`src/rtl/irq_ctrl_pkg.sv`:
```
// irq_ctrl_pkg: register offsets, id type and mask/priority helpers for irq_controller.
package irq_ctrl_pkg;
   localparam int OFF_PENDING     = 'h00;
   localparam int OFF_ENABLE      = 'h04;
   localparam int OFF_TRIGGER     = 'h08;
   localparam int OFF_CLAIM       = 'h0C;
   localparam int OFF_MTIME_LO    = 'h10;
   localparam int OFF_MTIME_HI    = 'h14;
   localparam int OFF_MTIMECMP_LO = 'h18;
   localparam int OFF_MTIMECMP_HI = 'h1C;
   localparam int MAX_SRC = 31;
   typedef logic [4:0] irq_id_t;
   function automatic logic [31:0] id_range(input int hi);
      logic [31:0] m;
      m = '0;
      for (int k = 1; k <= hi; k++) m[k] = 1'b1;
      return m;
   endfunction
   function automatic irq_id_t lowest_id(input logic [31:0] v);
      irq_id_t id;
      id = '0;
      for (int k = MAX_SRC; k >= 1; k--) if (v[k]) id = irq_id_t'(k);
      return id;
   endfunction
endpackage

```
`src/rtl/irq_gateway.sv`:
```
// irq_gateway: per-id request capture (edge or level) holding the pending bit.
module irq_gateway
   import irq_ctrl_pkg::*;
(
   input  logic clk,
   input  logic reset,
   input  logic i_src,
   input  logic i_trigger,
   input  logic i_claim_clr,
   input  logic i_in_service,
   output logic o_pending
);
   logic r_src_q, r_pending, w_set;
   assign w_set = i_trigger ? i_src & ~r_src_q : i_src & ~i_in_service;
   // a new request in the claim cycle outranks the claim clear
   always_ff @(posedge clk)
      if (reset) begin
         r_src_q   <= 1'b0;
         r_pending <= 1'b0;
      end else begin
         r_src_q   <= i_src;
         r_pending <= w_set | (r_pending & ~i_claim_clr);
      end
   assign o_pending = r_pending;
endmodule

```
`src/rtl/irq_controller.sv`:
```
// irq_controller: memory-mapped external interrupt controller with claim/complete handshake.
// Optional machine timer as source N_SRC+1 when IRQ_CTRL_TIMER_EN is defined.
module irq_controller
   import irq_ctrl_pkg::*;
#(
   parameter int N_SRC  = 8,
   parameter int ADDR_W = 8
) (
   input  logic              clk,
   input  logic              reset,
   input  logic [N_SRC-1:0]  src_i,
   input  logic              bus_sel_i,
   input  logic              bus_wr_i,
   input  logic              bus_rd_i,
   input  logic [ADDR_W-1:0] bus_addr_i,
   input  logic [31:0]       bus_wdata_i,
   output logic [31:0]       bus_rdata_o,
   output logic              irq_o
);
`ifdef IRQ_CTRL_TIMER_EN
   localparam int MAX_ID = N_SRC + 1;
`else
   localparam int MAX_ID = N_SRC;
`endif
   localparam logic [31:0] ID_MASK  = id_range(MAX_ID);
   localparam logic [31:0] SRC_MASK = id_range(N_SRC);
   logic [31:0] r_enable, r_trigger, r_in_service, w_pending, w_cand, w_cmp_clr, w_timer_rdata;
   logic [MAX_ID:1] w_src;
   logic [ADDR_W-1:0] w_off;
   logic w_wr, w_rd, w_claim, r_irq;
   irq_id_t w_claim_id;
   assign w_off      = bus_addr_i & ~ADDR_W'(3);
   assign w_wr       = bus_sel_i & bus_wr_i;
   assign w_rd       = bus_sel_i & bus_rd_i & ~bus_wr_i;
   assign w_cand     = w_pending & r_enable & ~r_in_service;
   assign w_claim_id = lowest_id(w_cand);
   assign w_claim    = w_rd && w_off == ADDR_W'(OFF_CLAIM) && w_claim_id != '0;
   assign w_cmp_clr  = (w_wr && w_off == ADDR_W'(OFF_CLAIM)) ? (32'd1 << bus_wdata_i[4:0]) & ID_MASK : '0;
   for (genvar g = 0; g < 32; g++) begin : g_gw
      if (g >= 1 && g <= MAX_ID) begin : g_on
         irq_gateway u_gw (
            .clk          (clk),
            .reset        (reset),
            .i_src        (w_src[g]),
            .i_trigger    (r_trigger[g]),
            .i_claim_clr  (w_claim && w_claim_id == irq_id_t'(g)),
            .i_in_service (r_in_service[g]),
            .o_pending    (w_pending[g])
         );
      end else begin : g_off
         assign w_pending[g] = 1'b0;
      end
   end
   always_ff @(posedge clk)
      if (reset) begin
         r_enable     <= '0;
         r_trigger    <= '0;
         r_in_service <= '0;
         r_irq        <= 1'b0;
      end else begin
         if (w_wr && w_off == ADDR_W'(OFF_ENABLE)) r_enable <= bus_wdata_i & ID_MASK;
         if (w_wr && w_off == ADDR_W'(OFF_TRIGGER)) r_trigger <= bus_wdata_i & SRC_MASK;
         r_in_service <= (r_in_service | (w_claim ? 32'd1 << w_claim_id : '0)) & ~w_cmp_clr;
         r_irq        <= |w_cand;
      end
   assign irq_o = r_irq;
   assign bus_rdata_o = !bus_sel_i                        ? '0 :
                        w_off == ADDR_W'(OFF_PENDING) ? w_pending :
                        w_off == ADDR_W'(OFF_ENABLE)  ? r_enable :
                        w_off == ADDR_W'(OFF_TRIGGER) ? r_trigger :
                        w_off == ADDR_W'(OFF_CLAIM)   ? 32'(w_claim_id) : w_timer_rdata;
`ifdef IRQ_CTRL_TIMER_EN
   logic [63:0] r_mtime, r_mtimecmp;
   assign w_src = {r_mtime >= r_mtimecmp, src_i};
   assign w_timer_rdata = w_off == ADDR_W'(OFF_MTIME_LO)    ? r_mtime[31:0] :
                          w_off == ADDR_W'(OFF_MTIME_HI)    ? r_mtime[63:32] :
                          w_off == ADDR_W'(OFF_MTIMECMP_LO) ? r_mtimecmp[31:0] :
                          w_off == ADDR_W'(OFF_MTIMECMP_HI) ? r_mtimecmp[63:32] : '0;
   // a software write to mtime replaces that cycle's increment
   always_ff @(posedge clk)
      if (reset) begin
         r_mtime    <= '0;
         r_mtimecmp <= '1;
      end else begin
         r_mtime <= (w_wr && w_off == ADDR_W'(OFF_MTIME_LO)) ? {r_mtime[63:32], bus_wdata_i} :
                    (w_wr && w_off == ADDR_W'(OFF_MTIME_HI)) ? {bus_wdata_i, r_mtime[31:0]} : r_mtime + 64'd1;
         if (w_wr && w_off == ADDR_W'(OFF_MTIMECMP_LO)) r_mtimecmp[31:0] <= bus_wdata_i;
         if (w_wr && w_off == ADDR_W'(OFF_MTIMECMP_HI)) r_mtimecmp[63:32] <= bus_wdata_i;
      end
`else
   assign w_src = src_i;
   assign w_timer_rdata = '0;
`endif
endmodule
```
`config.mk`:
```
export PLATFORM = sky130hd
export DESIGN_NAME = irq_controller
export DESIGN_NICKNAME = d
export VERILOG_FILES = /design/src/rtl/irq_ctrl_pkg.sv /design/src/rtl/irq_gateway.sv /design/src/rtl/irq_controller.sv
export SDC_FILE = /design/constraint.sdc
export NUM_CORES = 1
export LEC_CHECK = 0
export BUFFER_PORTS_ARGS = -buffer_cell sky130_fd_sc_hd__buf_2
export CORE_ASPECT_RATIO = 0.8
export CORE_MARGIN = 10
export CORE_UTILIZATION = 45
export CTS_CLUSTER_DIAMETER = 30
export DETAILED_ROUTE_END_ITERATION = 12
export GPL_ROUTABILITY_DRIVEN = 0
export PLACE_DENSITY_LB_ADDON = 0.2
export SLEW_MARGIN = 20
export SYNTH_ARGS = -nofsm -noshare
export SYNTH_HDL_FRONTEND = slang
export SYNTH_SLANG_ARGS = --single-unit
```
`constraint.sdc`:
```
create_clock -name clk -period 4.5 [get_ports clk]
set_clock_uncertainty 0.1 [all_clocks]
set_input_delay 0.225 -clock clk [delete_from_list [all_inputs] [get_ports clk]]
set_output_delay 0.225 -clock clk [all_outputs]
set_load 0.01 [all_outputs]
```
### Word-level counts from Yosys, hierarchy flattened

Cells that the tools add are included.

| word-level totals | value |
|---|---|
| bits in registers | 65 |
| latch bits | 0 |
| bits in writable memories | 0 |
| memory bits (read-only) | 0 |
| output and inout port bits | 33 |
| memories | 0 |

| cells by class | value |
|---|---|
| add/subtract/negate cells | 0 |
| multipliers | 0 |
| div/mod/pow operators | 0 |
| magnitude comparators | 0 |
| equal/unequal tests | 11 |
| shift operators | 2 |
| mux-type cells | 46 |
| bitwise operators | 66 |
| reductions and logical operators | 16 |

Operators by type and width:

| kind | count |
|---|---|
| 5-bit 2-to-1 mux | 32 |
| 9-bit 2-to-1 mux | 5 |
| 32-bit bitwise AND | 1 |
| 9-bit by 32-bit bitwise AND with 32-bit output | 1 |
| 32-bit 2-to-1 mux | 1 |
| 32-bit inverter | 1 |
| 9-bit inverter with 32-bit output | 1 |
| 32-bit OR | 1 |
| 32-bit OR reduction | 1 |
| 1-bit by 5-bit left shift with 32-bit output, first input constant | 1 |
| 1-bit bitwise AND | 27 |
| 1-bit inverter | 25 |
| 5-bit by 3-bit equality test with 1-bit output, second input constant | 4 |
| 1-bit logical AND | 13 |
| 6-bit by 2-bit equality test with 1-bit output, second input constant | 2 |
| 5-bit by 2-bit equality test with 1-bit output, second input constant | 2 |
| 9-bit bitwise AND | 1 |
| 1-bit by 5-bit left shift with 9-bit output, first input constant | 1 |
| 8-bit logical NOT | 1 |
| 1-bit 2-to-1 mux | 8 |
| 1-bit OR | 8 |
| 6-bit by 1-bit equality test with 1-bit output, second input constant | 1 |
| 5-bit by 1-bit equality test with 1-bit output, second input constant | 1 |
| 5-bit by 4-bit equality test with 1-bit output, second input constant | 1 |
| 5-bit nonzero test | 1 |

### Depth between registers and ports, before layout

Gate-level depths: netlist of run 1.

| logic depth | value |
|---|---|
| depth in word-level cells | 39 |
| gate-level depth with buffers | 6 |
| gate-level depth less buffers | 5 |

### By module

From an unflattened synthesis of run 1, not the netlist that was laid out.

| unflattened totals | value |
|---|---|
| cells, all modules | 248 |
| area total of the unflattened synthesis | 2199.6 µm² |

By module, submodules not included:

| module | instances | cells each | area each (µm²) | seq. area each (µm²) |
|---|---|---|---|---|
| irq_controller | 1 | 200 | 1649.1 | 500.5 |
| irq_gateway | 8 | 6 | 68.8 | 40.0 |

### Worst setup path before layout of run 1

OpenSTA, ideal clock, no wires.

| timing | value |
|---|---|
| path kind | input to register |
| from | in bus_addr_i[5] |
| to | reg r_in_service[7] |
| setup time | 115 ps |
| data arrival time | 1831 ps |
| slack | 2454 ps |
| stages | 6 |
| buffers on the path | 1 |
| path through | or4_4 buf_6 or4_4 nor3b_4 a31oi_1 o21a_1 |

| between the ends | value |
|---|---|
| longest elaborated chain between the ends | 6 |
| elaborated cells on any way between the ends | 9 |
| those cells by class | eq/ne (1); mux (2); bitwise (3); reduce/logical (3) |

Ends and longest elaborated chain:

| what | line | RTL |
|---|---|---|
| from (decl) | irq_controller.sv:15 | `input logic [ADDR_W-1:0] bus_addr_i,` |
| 6-bit by 2-bit equality test with 1-bit output * | irq_controller.sv:37, irq_controller.sv:38 |  |
| 1-bit logical AND (2 in series) | irq_controller.sv:37 | `assign w_claim = w_rd && w_off == ADDR_W'(OFF_CLAIM) && w_claim_id != '0;` |
| 32-bit 2-to-1 mux | irq_controller.sv:63 | `r_in_service <= (r_in_service \| (w_claim ? 32'd1 << w_claim_id : '0)) & ~w_cmp_clr;` |
| 32-bit OR | irq_controller.sv:63 |  |
| 32-bit bitwise AND * | irq_controller.sv:63 |  |
| to (signal assigned) | irq_controller.sv:63 |  |
| to (decl) | irq_controller.sv:27 | `logic [31:0] r_enable, r_trigger, r_in_service, w_pending, w_cand, w_cmp_clr, w_timer_rdata;` |

Every way passes the cells marked *; elsewhere a longest branch is shown, timed or not.
A chain may end at the register's enable or synchronous reset.

### Worst setup path after layout of run 1

| timing | value |
|---|---|
| from | in bus_addr_i[5] |
| to | out bus_rdata_o[3] |

| between the ends | value |
|---|---|
| longest elaborated chain between the ends | 6 |
| elaborated cells on any way between the ends | 9 |
| those cells by class | eq/ne (3); mux (5); reduce/logical (1) |

Ends and longest elaborated chain:

| what | line | RTL |
|---|---|---|
| 6-bit by 2-bit equality test with 1-bit output | irq_controller.sv:71 | `w_off == ADDR_W'(OFF_CLAIM) ? 32'(w_claim_id) : w_timer_rdata;` |
| 5-bit 2-to-1 mux | irq_controller.sv:71 |  |
| 9-bit 2-to-1 mux | irq_controller.sv:70 | `w_off == ADDR_W'(OFF_TRIGGER) ? r_trigger :` |
| 9-bit 2-to-1 mux | irq_controller.sv:69 | `w_off == ADDR_W'(OFF_ENABLE) ? r_enable :` |
| 9-bit 2-to-1 mux * | irq_controller.sv:68 | `w_off == ADDR_W'(OFF_PENDING) ? w_pending :` |
| 9-bit 2-to-1 mux * | irq_controller.sv:67 | `assign bus_rdata_o = !bus_sel_i ? '0 :` |
| to (decl) | irq_controller.sv:17 | `output logic [31:0] bus_rdata_o,` |

Marks and branches as above.

==> results of run 1 <==
-- routing by layer --
layer	track usage	vias to the layer above	wire, µm
li1	-	940	-
met1	0.186	885	2760
met2	0.184	58	2410
met3	0.0414	4	469
met4	0.0233	0	28
met5	0	-	0
-- state kept, by name (all words and copies together), names as in the netlist --
name                      flops
r_in_service                  8
g_gw.g_on.u_gw.r_src_q        8
irq_o                         1
g_gw.g_on.u_gw.o_pending      8
r_trigger                     8
r_enable                      8
-- power by group through the flow --
| stage | Combinational [µW] | Sequential, µW | Clock, µW |
|---|---|---|---|
| floorplan | 52.9 | 384 | 0 |
| global route | 68.5 | 378 | 260 |
| finish | 61.1 | 377 | 237 |
| detailed placement | 60.1 | 385 | 0 |
| global placement | 59.3 | 385 | 0 |
| CTS | 60.3 | 377 | 244 |
-- per-stage QoR --
step / setup slack, ns / instance area [µm²] / util / hold WS [ns] / cells
after global routing: 2.04 / 2470 / 0.522 / 0.0667 / 352
after detailed placement: 2.09 / 2380 / 0.503 / 0.357 / 345
after global placement: 2.12 / 2380 / 0.503 / 0.350 / 345
final: 2.14 / 2470 / 0.522 / 0.0615 / 352
after CTS: 2.13 / 2470 / 0.522 / 0.0613 / 352
after floorplan: 2.45 / 2340 / - / 0.197 / 280
-- cells in the mapped netlist (3+ instances only) --
master and number:
buf_4 23, a211oi_1 3, nand2b_1 4, nand2_1 19, o41ai_1 3, nor3_1 3, a21oi_1 17, o21ai_0 4
nand3b_1 7, nor4_1 4, clkbuf_1 6, a31oi_1 5, nand3_1 3, dfxtp_1 41, mux2i_1 32, and3b_1 4
nor2_1 29, nor2b_1 15, o21a_1 6
-- path summary, 6_finish.rpt --
| path | from | slack, ns | cells after the start | end |
|---|---|---|---|---|
| worst min-delay path | src_i[4] | 0.06 | 2 | g_gw[5].g_on.u_gw.r_src_q |
| worst max-delay path | bus_addr_i[5] | 2.14 | 7 | bus_rdata_o[3] |
| worst min register to register | g_gw[3].g_on.u_gw.o_pending | 0.38 | 2 | g_gw[3].g_on.u_gw.o_pending |
| worst max register to register | r_in_service[4] | 2.61 | 5 | r_in_service[1] |
-- area by class of cell --
cell class,count,area [µm²]
Clock buffer,7,86.3
Fill cell,485,2260
Inverter,1,3.75
Multi-Input combinational cell,206,1300
Sequential cell,41,821
Tap cell,60,75.1
Timing Repair Buffer,37,185
-- cells by family (layout without fill, tap and decap cells) --
kind of cell           after synthesis  count (layout)
and+or+nand+nor                    103             103
AOI/OAI and AO/OA                   48              48
DFF                                 41              41
buffers and inverters               33              45
other                                1              23
muxes                               32              32
-- critical path, stage by stage --
cell and delay (ns):
buf_2 0.11, or4_4 0.58, nor2_1 0.64, nand2_1 0.10
o21ai_0 0.12, o21a_1 0.15, buf_2 0.12
-- cells in the final DEF (no fill, tap or decap), drive strengths merged, types with 6 or more instances in the layout --
master  instances
a21oi          17
buf            37
clkbuf          7
conb           23
dfxtp          41
mux2i          32
nand2          19
nand3b          7
nor2           30
nor2b          15
o21a            6
==> out/metrics.yaml, run 1 <==
num_rows: 22
post_synth_mux_area_share: 0.142
timing.critical_path.arrival_ns: 2.04
yosysTopAreaCellShare: 0.363
gr-usage-all-layers: 0.130
route.antenna.remaining_nets: 0
critPathRequiredTime_ns: 4.18
drt-wirelength-per-cell_um: 16.1
port_buffers: 37
critical_path_peak_fanout: 8
clk_transition_reported_paths_ns: 0.08
timing.setup.tns_ns: 0
run_status: "completed"
firstDrtPassIters: 4
power_density_mw_per_mm2: 273
layout-drive-gt1-share: 0.171
dominant_combinational_cell_family_by_area_after_synthesis: "simple AND/OR/NAND/NOR gates"
yosysUniqueCellTypes: 43
period_share: 0.525
post_synth_inst_count: 258
max-cap-violations: 0
cts-buffers-inserted: 5
rsz0062_at_grt: "false"
start_util: 0.478
p_int_uw: 516
fin_max_slew_vios: 0
leakagePower_uw: 0.000999
synth-main-ff-cell: "dfxtp_1"
synth-compound-area-share: 0.137
dieHeight_um: 83.4
worst_skew_late_latency_ns: 0.29
antenna_found_initial: 0
design.portCount: 86
synth-simple-area-share: 0.258
vdd_drop_max_mv: 0.120
die_w_um: 99.3
finalSetupViolCount: 0
place_hpwl_mm: 4.29
clock_tree.buffer_depth: 2
start_kind: "input pin"
asyncSetResetFlopFracSynth: 0
ys_seq_elements: 41
fp.dieArea_mm2: 0.00828
drcViolationCount: 0
synth_warnings: 0
synth.yosys.seq_area_share: 0.363
grt_pass1_wl_mm: 8.98
grt_overflow_total: 0
drt_iter0_drc: 122
clock_power_share: 0.351
num_antenna_cells: 0
path_class: "in2out"
postRouteWirelength_mm: 5.67
seq_power_share: 0.558
area_growth_syn_to_layout_pct: 9.18
worstSetupEndpointType: "output port"
cts_hold_bufs: 0
comb_power_share: 0.090
biggest_area_contributors_in_the_synthesized_netlist: "dfxtp_1, mux2i_1, buf_4, nor2_1, nor2b_1"
worst_pin_slew_ns: 0.790
syn-mean-instance-area_um2: 8.77
ctsResizeCount: 0
tritoncts: "built"
cts.root.buffer_cell: "clkbuf_8"
clock_sinks: 41
first_global_vias: 1776
floorplan.core_area_mm2: 0.00473
timing.fmax_mhz: 424
yosysTopAreaCell: "dfxtp_1"
max_slew_margin: 0.472
layout_min_cycle_time_ns: 2.36
nNetsFinal: 345
grt_start_max_net_pins: 42
synth_enable_flop_cells: 0
cts.repair_timing.setup_buffer_count: 0
hold_class: "in2reg"
syn-cell-area_mm2: 0.00226
yosys.area_share.xor_xnor: 0
ctsHtreeMaxLevel: 2
vias_per_std_cell: 5.36
switching_share: 0.236
post_synth_fa_ha_maj_area_fraction: 0
p_switching_uw: 159
report.final.hold_viol_count: 0
pwr_total_uw: 675
vias: 1887
Note: power is estimated with default switching activity, not from simulation.
==> inputs of run 2 (changes only) <==
clock period = 2.2 ns   (was 4.5 ns; I/O delays follow)
==> run 2 against run 1 <==
Critical path depth fell by 1. Cell count increased by 6.5%. Cell area up 9.5%. Non-clock buffer count up 22. Flip-flop and latch count did not move. Register-to-register slack got worse by 2.3 ns. Setup slack worse by 2.0 ns. Sequential power up 100%. Clock-buffer cell count did not move.
==> out/metrics.yaml, run 2 (synthesis results as in run 1) <==
design.portCount: 86
antenna_found_initial: 0
dieHeight_um: 83.4
route.antenna.remaining_nets: 0
clk_transition_reported_paths_ns: 0.08
clock_power_share: 0.406
drt-wirelength-per-cell_um: 16.0
critical_path_buf_inv_count: 1
start_util: 0.478
first_global_vias: 1972
area_growth_syn_to_layout_pct: 19.6
period_share: 0.954
vias: 2018
finalSetupViolCount: 0
report.final.hold_viol_count: 0
cp_cell_sequence: "and3b_1, nand2b_1, nor2_2, o221ai_1, and2_1, buf_2"
nNetsFinal: 367
gr_layer_usage_met3: 0.0522
run_status: "completed"
ctsHtreeMaxLevel: 2
fp.dieArea_mm2: 0.00828
grt_overflow_total: 0
firstDrtPassIters: 4
postRouteWirelength_mm: 5.98
critical_path.slowest_cell: "dfxtp_1"
top_library_cells_by_usage_in_the_layout_fill_and_taps_aside: "dfxtp_1, buf_2, mux2i_1"
cts.root.buffer_cell: "clkbuf_8"
rsz0062_at_grt: "false"
floorplan.core_area_mm2: 0.00473
grt_start_max_net_pins: 32
path_class: "reg2out"
comb_power_share: 0.095
tritoncts: "built"
num_antenna_cells: 0
leakagePower_uw: 0.00112
place_hpwl_mm: 4.50
num_rows: 22
seq_power_share: 0.499
timing.critical_path.arrival_ns: 1.89
pwr_total_uw: 1550
timing.fmax_mhz: 476
layout.cells.most_common: "dfxtp_1"
critical_path_peak_fanout: 7
critPathTopFamily: "simple AND/OR/NAND/NOR gates"
top_usage_layer: "met2"
cts.repair_timing.setup_buffer_count: 0
drt_iter0_drc: 127
worst_pin_slew_ns: 0.558
vdd_drop_max_mv: 0.333
start_kind: "flip-flop"
die_w_um: 99.3
worst_path_largest_cell_delay_ns: 0.35
clock_sinks: 41
clock_tree.buffer_depth: 2
power_density_mw_per_mm2: 571
met2_usage: 0.209
max_slew_margin: 0.628
vias_per_std_cell: 5.38
max-cap-violations: 0
grtUsageMet1: 0.189
switching_share: 0.227
layout_min_cycle_time_ns: 2.10
cts-buffers-inserted: 5
gr-usage-all-layers: 0.143
worst_skew_late_latency_ns: 0.30
fin_max_slew_vios: 0
hold_class: "in2reg"
grt_pass1_wl_mm: 9.77
p_int_uw: 1190
port_buffers: 37
p_switching_uw: 351
drcViolationCount: 0
critPathRequiredTime_ns: 1.99
timing.setup.tns_ns: 0
nFillCells: 464
worstSetupEndpointType: "output port"
layout-drive-gt1-share: 0.200
[run 2: worst min-delay path: cells and delay by family]
family / cells / cell delay (ns)
multiplexers: 1 / 0.08
AND/OR/NAND/NOR: 1 / 0.07
buffers and inverters: 1 / 0.14
[run 2: area by class of cell]
| class | count | area, µm² | area share |
|---|---|---|---|
| clock buffer | 7 | 86.3 | 0.0319 |
| clock inverter | 1 | 30.0 | 0.0111 |
| inverter | 1 | 3.75 | 0.00139 |
| multi-input combinational | 206 | 1310 | 0.483 |
| sequential | 41 | 821 | 0.303 |
| tap | 60 | 75.1 | 0.0278 |
| timing repair buffer | 59 | 383 | 0.142 |
[run 2: timing repair]
item,in CTS,in global routing
setup endpoints to repair,0,4
hold buffers,13,0
resized for setup,0,4
endpoints found under the hold margin,26,0
[run 2: path summary, 6_finish.rpt]
check / depth (start not counted) / end / slack, ns / startpoint
setup reg to reg: 5 / r_in_service[1] / 0.28 / r_in_service[4]
hold / removal: 3 / r_trigger[2] / 0.04 / bus_wdata_i[2]
setup / recovery: 6 / bus_rdata_o[2] / 0.10 / r_in_service[4]
hold reg to reg: 2 / g_gw[7].g_on.u_gw.o_pending / 0.38 / g_gw[7].g_on.u_gw.o_pending
[run 2: power by group through the flow]
stage | clock (µW) | combinational [µW] | sequential [µW]
after global placement | 0 | 125 | 788
after CTS | 638 | 145 | 771
final | 627 | 147 | 771
after detailed placement | 0 | 127 | 788
after global routing | 664 | 166 | 773
after floorplan | 0 | 108 | 786
[run 2: per-stage QoR]
stage | hold WS (ns) | std cells | util | cell area [µm²] | worst slack [ns]
after global routing | 0.0486 | 375 | 0.571 | 2710 | 0.0195
final | 0.0443 | 375 | 0.571 | 2710 | 0.100
after floorplan | 0.0816 | 280 | - | 2340 | 0.269
after detailed placement | 0.240 | 354 | 0.518 | 2450 | 0.0764
after global placement | 0.235 | 354 | 0.518 | 2450 | 0.0899
after CTS | 0.0392 | 375 | 0.570 | 2700 | 0.0137
[run 2: metal layers]
metal | part of all wire | vias up
li1 | - | 990
met1 | 0.47 | 956
met2 | 0.43 | 62
met3 | 0.082 | 10
met4 | 0.013 | 0
met5 | 0 | -
